--- config.mk ---
export PLATFORM = sky130hd
export DESIGN_NAME = if_fetch_unit
export DESIGN_NICKNAME = d
export VERILOG_FILES = /design/src/rtl/mips_pkg.sv /design/src/rtl/if_fetch_unit.sv
export SDC_FILE = /design/constraint.sdc
export NUM_CORES = 1
export LEC_CHECK = 0
export ABC_AREA = 0
export BUFFER_PORTS_ARGS = -buffer_cell sky130_fd_sc_hd__buf_2
export CORE_ASPECT_RATIO = 0.5
export CORE_MARGIN = 2
export CORE_UTILIZATION = 52
export DETAILED_ROUTE_END_ITERATION = 8
export GPL_TIMING_DRIVEN = 0
export PLACE_DENSITY_LB_ADDON = 0.12
export SLEW_MARGIN = 20
export SYNTH_ARGS = -nofsm -noshare
export SYNTH_HDL_FRONTEND = slang
export SYNTH_SLANG_ARGS = --single-unit
export TNS_END_PERCENT = 30
--- constraint.sdc ---
create_clock -name clk -period 6.3 [get_ports clk]
set_clock_uncertainty 0.05 [all_clocks]
set_input_delay 0 -clock clk [delete_from_list [all_inputs] [get_ports clk]]
set_output_delay 0 -clock clk [all_outputs]
set_load 0.02 [all_outputs]
--- src/rtl/mips_pkg.sv ---
// -----------------------------------------------------------------------------
// mips_pkg
// Shared definitions for the 5-stage MIPS pipeline.
//   NOP_INSTR        : encoding presented to IF/ID for a bubble (sll $0,$0,0)
//   RESET_PC_DEFAULT : default first fetch address after reset
//   fetch_state_e    : instruction-fetch controller states
// -----------------------------------------------------------------------------
package mips_pkg;

    localparam logic [31:0] NOP_INSTR        = 32'h0000_0000;
    localparam logic [31:0] RESET_PC_DEFAULT = 32'h0000_0000;

    typedef enum logic [1:0] {
        S_ISSUE = 2'd0,  // request may go out this cycle
        S_WAIT  = 2'd1,  // request outstanding, response wanted
        S_HOLD  = 2'd2,  // instruction buffered, waiting for ID to take it
        S_DROP  = 2'd3   // request outstanding but redirected: response is stale
    } fetch_state_e;

endpackage

--- src/rtl/if_fetch_unit.sv ---
// -----------------------------------------------------------------------------
// if_fetch_unit
// Instruction-fetch stage controller. Owns the PC, keeps at most one request
// to instruction memory in flight, buffers the returned word and presents
// {pc_plus4, instr} to the IF/ID register. Redirects discard any stale fetch.
//
// Ports:
//   clk, rst          : clock, asynchronous active-high reset
//   id_ready          : IF/ID write enable; buffered word consumed when
//                       out_valid && id_ready at a clock edge
//   redirect          : taken branch/jump this cycle
//   redirect_pc[31:0] : target address (bits [1:0] forced to 00)
//   imem_req          : one-cycle fetch request pulse
//   imem_addr[31:0]   : word address, valid with imem_req
//   imem_rvalid       : response strobe, once per request
//   imem_rdata[31:0]  : instruction word, valid with imem_rvalid
//   out_valid         : buffered instruction present
//   pc_plus4_out      : PC+4 of buffered instruction, 0 when !out_valid
//   instr_out         : buffered instruction, NOP when !out_valid
// -----------------------------------------------------------------------------
module if_fetch_unit
    import mips_pkg::*;
#(
    parameter logic [31:0] RESET_PC = RESET_PC_DEFAULT
) (
    input  logic        clk,
    input  logic        rst,
    input  logic        id_ready,
    input  logic        redirect,
    input  logic [31:0] redirect_pc,
    output logic        imem_req,
    output logic [31:0] imem_addr,
    input  logic        imem_rvalid,
    input  logic [31:0] imem_rdata,
    output logic        out_valid,
    output logic [31:0] pc_plus4_out,
    output logic [31:0] instr_out
);

    fetch_state_e state_q, state_d;
    logic [31:0]  pc_q, pc_d;
    logic [31:0]  instr_buf_q, instr_buf_d;
    logic [31:0]  target_pc;

    // Masking (rather than slicing) keeps every input bit referenced.
    assign target_pc = redirect_pc & 32'hFFFF_FFFC;

    always_ff @(posedge clk or posedge rst) begin
        if (rst) begin
            state_q     <= S_ISSUE;
            pc_q        <= RESET_PC;
            instr_buf_q <= NOP_INSTR;
        end else begin
            state_q     <= state_d;
            pc_q        <= pc_d;
            instr_buf_q <= instr_buf_d;
        end
    end

    always_comb begin
        state_d     = state_q;
        pc_d        = pc_q;
        instr_buf_d = instr_buf_q;
        imem_req    = 1'b0;
        imem_addr   = pc_q;

        case (state_q)
            S_ISSUE: begin
                // The only input-to-output path: a redirect suppresses the
                // request so no fetch of the wrong-path address ever starts.
                imem_req = !redirect;
                if (redirect) begin
                    pc_d = target_pc;
                end else begin
                    state_d = S_WAIT;
                end
            end
            S_WAIT: begin
                if (redirect) begin
                    pc_d = target_pc;
                    // A response arriving this same cycle is the stale one,
                    // so nothing remains outstanding.
                    state_d = imem_rvalid ? S_ISSUE : S_DROP;
                end else if (imem_rvalid) begin
                    instr_buf_d = imem_rdata;
                    state_d     = S_HOLD;
                end
            end
            S_HOLD: begin
                if (redirect) begin
                    pc_d        = target_pc;
                    instr_buf_d = NOP_INSTR;
                    state_d     = S_ISSUE;
                end else if (id_ready) begin
                    pc_d    = pc_q + 32'd4;
                    state_d = S_ISSUE;
                end
            end
            S_DROP: begin
                if (redirect) begin
                    pc_d = target_pc;
                end
                if (imem_rvalid) begin
                    state_d = S_ISSUE;
                end
            end
            default: begin
                state_d = S_ISSUE;
            end
        endcase
    end

    assign out_valid    = (state_q == S_HOLD);
    assign instr_out    = out_valid ? instr_buf_q : NOP_INSTR;
    assign pc_plus4_out = out_valid ? (pc_q + 32'd4) : 32'd0;

endmodule

==> results.txt <==
The run gives 1060 uW as the design internal power. The busiest layer in global routing was met2. The tightest min-delay check is of the primary input to flop type.

The critical path goes through clkbuf_1 -> and3_1 -> nand4_1 -> clkbuf_1 -> or3_1 -> a21oi_1 -> buf_2. The count of buffers added on input and output ports is 160. The CTS sink count is 64. For the leakage power figure, the log shows 0.00272 uW. In the final layout, the share of cells above drive strength 1 is 28.4%. After layout, the worst path uses 43.6% of the clock period. In this run, the combinational gates consume 35.1% of the power.

In this design, the stage delay of the slowest critical-path cell is 0.39 ns. The overflow left after global routing was 0. Net switching is 36.8% of the power. After detailed routing, the total wire length is 13100 um.

The longest clock path from root to sink contains 2 buffers. Setup total negative slack on the finished layout was measured at 0 ns. Before antenna repair, the detailed router went through 5 iterations. Clock-pin slew was measured on the worst setup and hold paths at 0.06 ns.

Synthesis handed over a netlist of 451 instances. Static timing analysis puts the maximum clock frequency at 364 MHz. The tools report the initial antenna violation count as 0. The initial standard-cell utilization of the core is 53.7%, and the violation count after the first detailed-routing iteration is 449. Sequential elements use 40.6% of the synthesized area. Gates resized during post-CTS repair numbered 0. Global routing used 32.3% of the available tracks across all layers. The number of different library cells in the post-synthesis netlist is 42, and the number of enable-type register cells in the synthesized netlist is 0.

The tools report the total count of hold-check failures in the final report as 0. Setup violations remaining at the end of the flow were counted as 0. The placed instances occupy a cell area of 4910 um^2. By area the synthesized netlist is led by dfrtp_1 (41%), a22o_1 (7.1%), and2_1 (5.5%), o31ai_1 (4.0%), xnor2_1 (3.8%). The run finished with clean final reports.

The highest fanout seen on the critical path came out at 10. The floorplan step set the die height to 65.6 um. The number of slew-limit violations in the final report came out at 0.

The met3 track demand over resource in global routing is 7.57%. After detailed routing, the average wire length per cell comes to 16.5 um. The synthesized design contains 64 register bits. The post-cts hold buffer count is 66. The largest total area in the synthesized netlist belongs to dfrtp_1. Of all flip-flops after synthesis, the portion carrying an async set or reset was 100%. The worst setup path is captured at an output port. The number of global-route vias before repair is 4272. Peak supply drop: 0.000226 V. TritonCTS built the clock tree.

The worst path needs 2.75 ns of the cycle, external delays included. At the end of the flow, the number of nets in the layout was 762. The wire-length estimate of the detail-placed layout is 8670 um. Of the total power, registers draw 37.1%. The run gives 167 as the number of I/O pins. From left edge to right edge, the die measures 127 um.

The cell chosen for the clock root is clkbuf_16. The final instance area was 5850 um^2; the area overhead of the layout relative to synthesis was 48.3%. Power spread over the standard cell area amounts to 287 nW/um^2. The floorplan row count was 22. The worst setup path is of the flop to output port kind. TritonCTS created 9 clock buffers. A synthesized cell averages 8.76 um^2. For the worst-skew pair, the clock arrives at the later sink with an insertion delay of 0.33 ns.

Transition time at the pin with the least slew margin: 0.846 ns. The logs give 0 for the final routed DRC violation total and 0 for the count of antenna-violating nets left after detailed routing. Summed over all nets, the switching power comes to 619 uW. The mapped netlist covers 3950 um^2.

The worst pin sits at a relative slew slack of 43.1%. Met2 capacity usage during global routing: 53.2%. The most used flip-flop cell after synthesis is dfrtp_1. The depth of the CTS H-tree was 3; the total die area was 8350 um^2. Entering global routing, the biggest net connects 55 pins. Total of max-cap violations: 0. Summed over its instances, the top area cell type makes up 40.6% of the synthesized netlist area.

The number of post-CTS setup repair buffers came out at 0. The number of vias in the routed layout is 4537. The global-route wire length before repair is 21200 um, and the average via count per standard cell is 5.72. The most repeated library cell on the critical path was clkbuf_1. The endpoint required time on the critical path came out at 6.25 ns. Portion of total power attributed to the clock network: 27.7%. The logs give 2.70 ns for the worst path arrival time and 0.877 for the placer congestion estimate.

Setup repair after global routing left no endpoint under its margin. The number of antenna diodes in the final layout is 0. Global routing consumed, on the met1 layer, 42.7% of the routing resources. The type of element launching the critical path was a flop.

The standard cell with the maximum stage delay on the critical path is or3_1. The area of the core region is 7350 um^2. Yosys synthesis warning count: 0.
==> synthesized netlist by cell type, types with 2 or more instances <==
cell type and instances:
dfrtp_1 64, and2_1 35, nor2_1 33, a22o_1 32, clkbuf_1 31, nand2_1 29, o21ai_0 22, o31ai_1 21
or4_1 19, xnor2_1 17, a21oi_1 16, a31oi_1 16, nand4_1 16, nand3_1 14, nor4_1 11, or3_1 11
buf_2 9, and3_1 7, xor2_1 7, inv_1 6, and4_1 5, nor3_1 5, buf_4 4, a211o_1 2
mux2i_1 2
==> path summary, 6_finish.rpt <==
check / end / cells after the start / slack (ns) / startpoint
worst min register to register: instr_buf_q[25]$_DFFE_PP0P_ / 1 / 0.44 / instr_buf_q[25]$_DFFE_PP0P_
min in group asynchronous: imem_addr[29]$_DFFE_PP0P_ / 3 / 0.07 / rst
worst min-delay path: state_q[0]$_DFFE_PP0P_ / 3 / 0.03 / redirect
worst max register to register: imem_addr[26]$_DFFE_PP0P_ / 7 / 3.91 / imem_addr[2]$_DFFE_PP0P_
worst max-delay path: pc_plus4_out[27] / 7 / 3.55 / imem_addr[14]$_DFFE_PP0P_
max in group asynchronous: imem_addr[10]$_DFFE_PP0P_ / 4 / 5.62 / rst
==> final cells by class <==
cell class	instances	area, um^2
multi-input combinational	336	2120
sequential	64	1600
fill	495	1500
timing repair buffer	227	1490
clock buffer	10	239
buffer	47	211
tap	96	120
clock inverter	6	43.8
inverter	7	28.8
==> stage by stage <==
stage	setup WS, ns	total power, uW	cells	utilization, %	hold slack [ns]
finish	3.55	1680	793	79.7	0.0327
global route	3.36	1770	793	79.7	0.0467
CTS	3.56	1670	793	79.7	0.0306
detailed placement	3.92	1170	711	66.8	-0.117
global placement	3.81	1150	710	66.4	0.160
floorplan	3.91	977	454	-	0.0463
==> cells by family (layout without fill, tap and decap cells) <==
group / after synthesis / count (layout) / share of synthesized area (%)
muxes: 2 / 2 / 0.507
DFF: 64 / 64 / 40.6
adders and majority gates: 1 / 1 / 0.317
other: 1 / 4 / 0.0950
AOI/OAI and AO/OA: 112 / 112 / 19.5
and+or+nand+nor: 193 / 193 / 27.7
buffers and inverters: 54 / 297 / 6.02
xor gates and xnor gates: 24 / 24 / 5.32
==> sequential cells by signal (all words and copies together), names as in the netlist <==
name         flops
state_q          2
imem_addr       30
instr_buf_q     32
==> layer usage <==
layer	wire (um)	share of wire, %
met1	5810	44
met2	6130	47
met3	930	7.1
met4	226	1.7
met5	0	0
==> cells in the final DEF, fill, tap and decap left out, drive strengths merged, types with 5 or more instances in the layout <==
cell and count:
xor2 7, o21ai 22, dlygate4sd3 66, and4 5, dfrtp 64, nand4 17, a21oi 16, a31oi 16
o31ai 21, nand3 15, nor4 11, nor3 5, clkbuf 42, and3 7, a22o 32, and2 35
xnor2 17, inv 7, or4 19, or3 12, buf 176, nor2 33, nand2 29
==> power by group through the flow <==
stage          sequential [uW]  clock (uW)  combinational (uW)
6_report                   624         466                 591
2_1_floorplan              619           0                 358
5_1_grt                    639         491                 642
3_5_place_dp               618           0                 552
3_3_place_gp               621           0                 534
4_1_cts                    620         471                 582
==> worst max-delay path: cells and delay by family, from the launching register on <==
kind / cells / cell delay [ns]
AND/OR/NAND/NOR: 3 / 1.04
buffers and inverters: 3 / 0.83
flip-flops: 1 / 0.36
AO/OA/AOI/OAI: 1 / 0.14
Power figures use the tool's default switching activity.
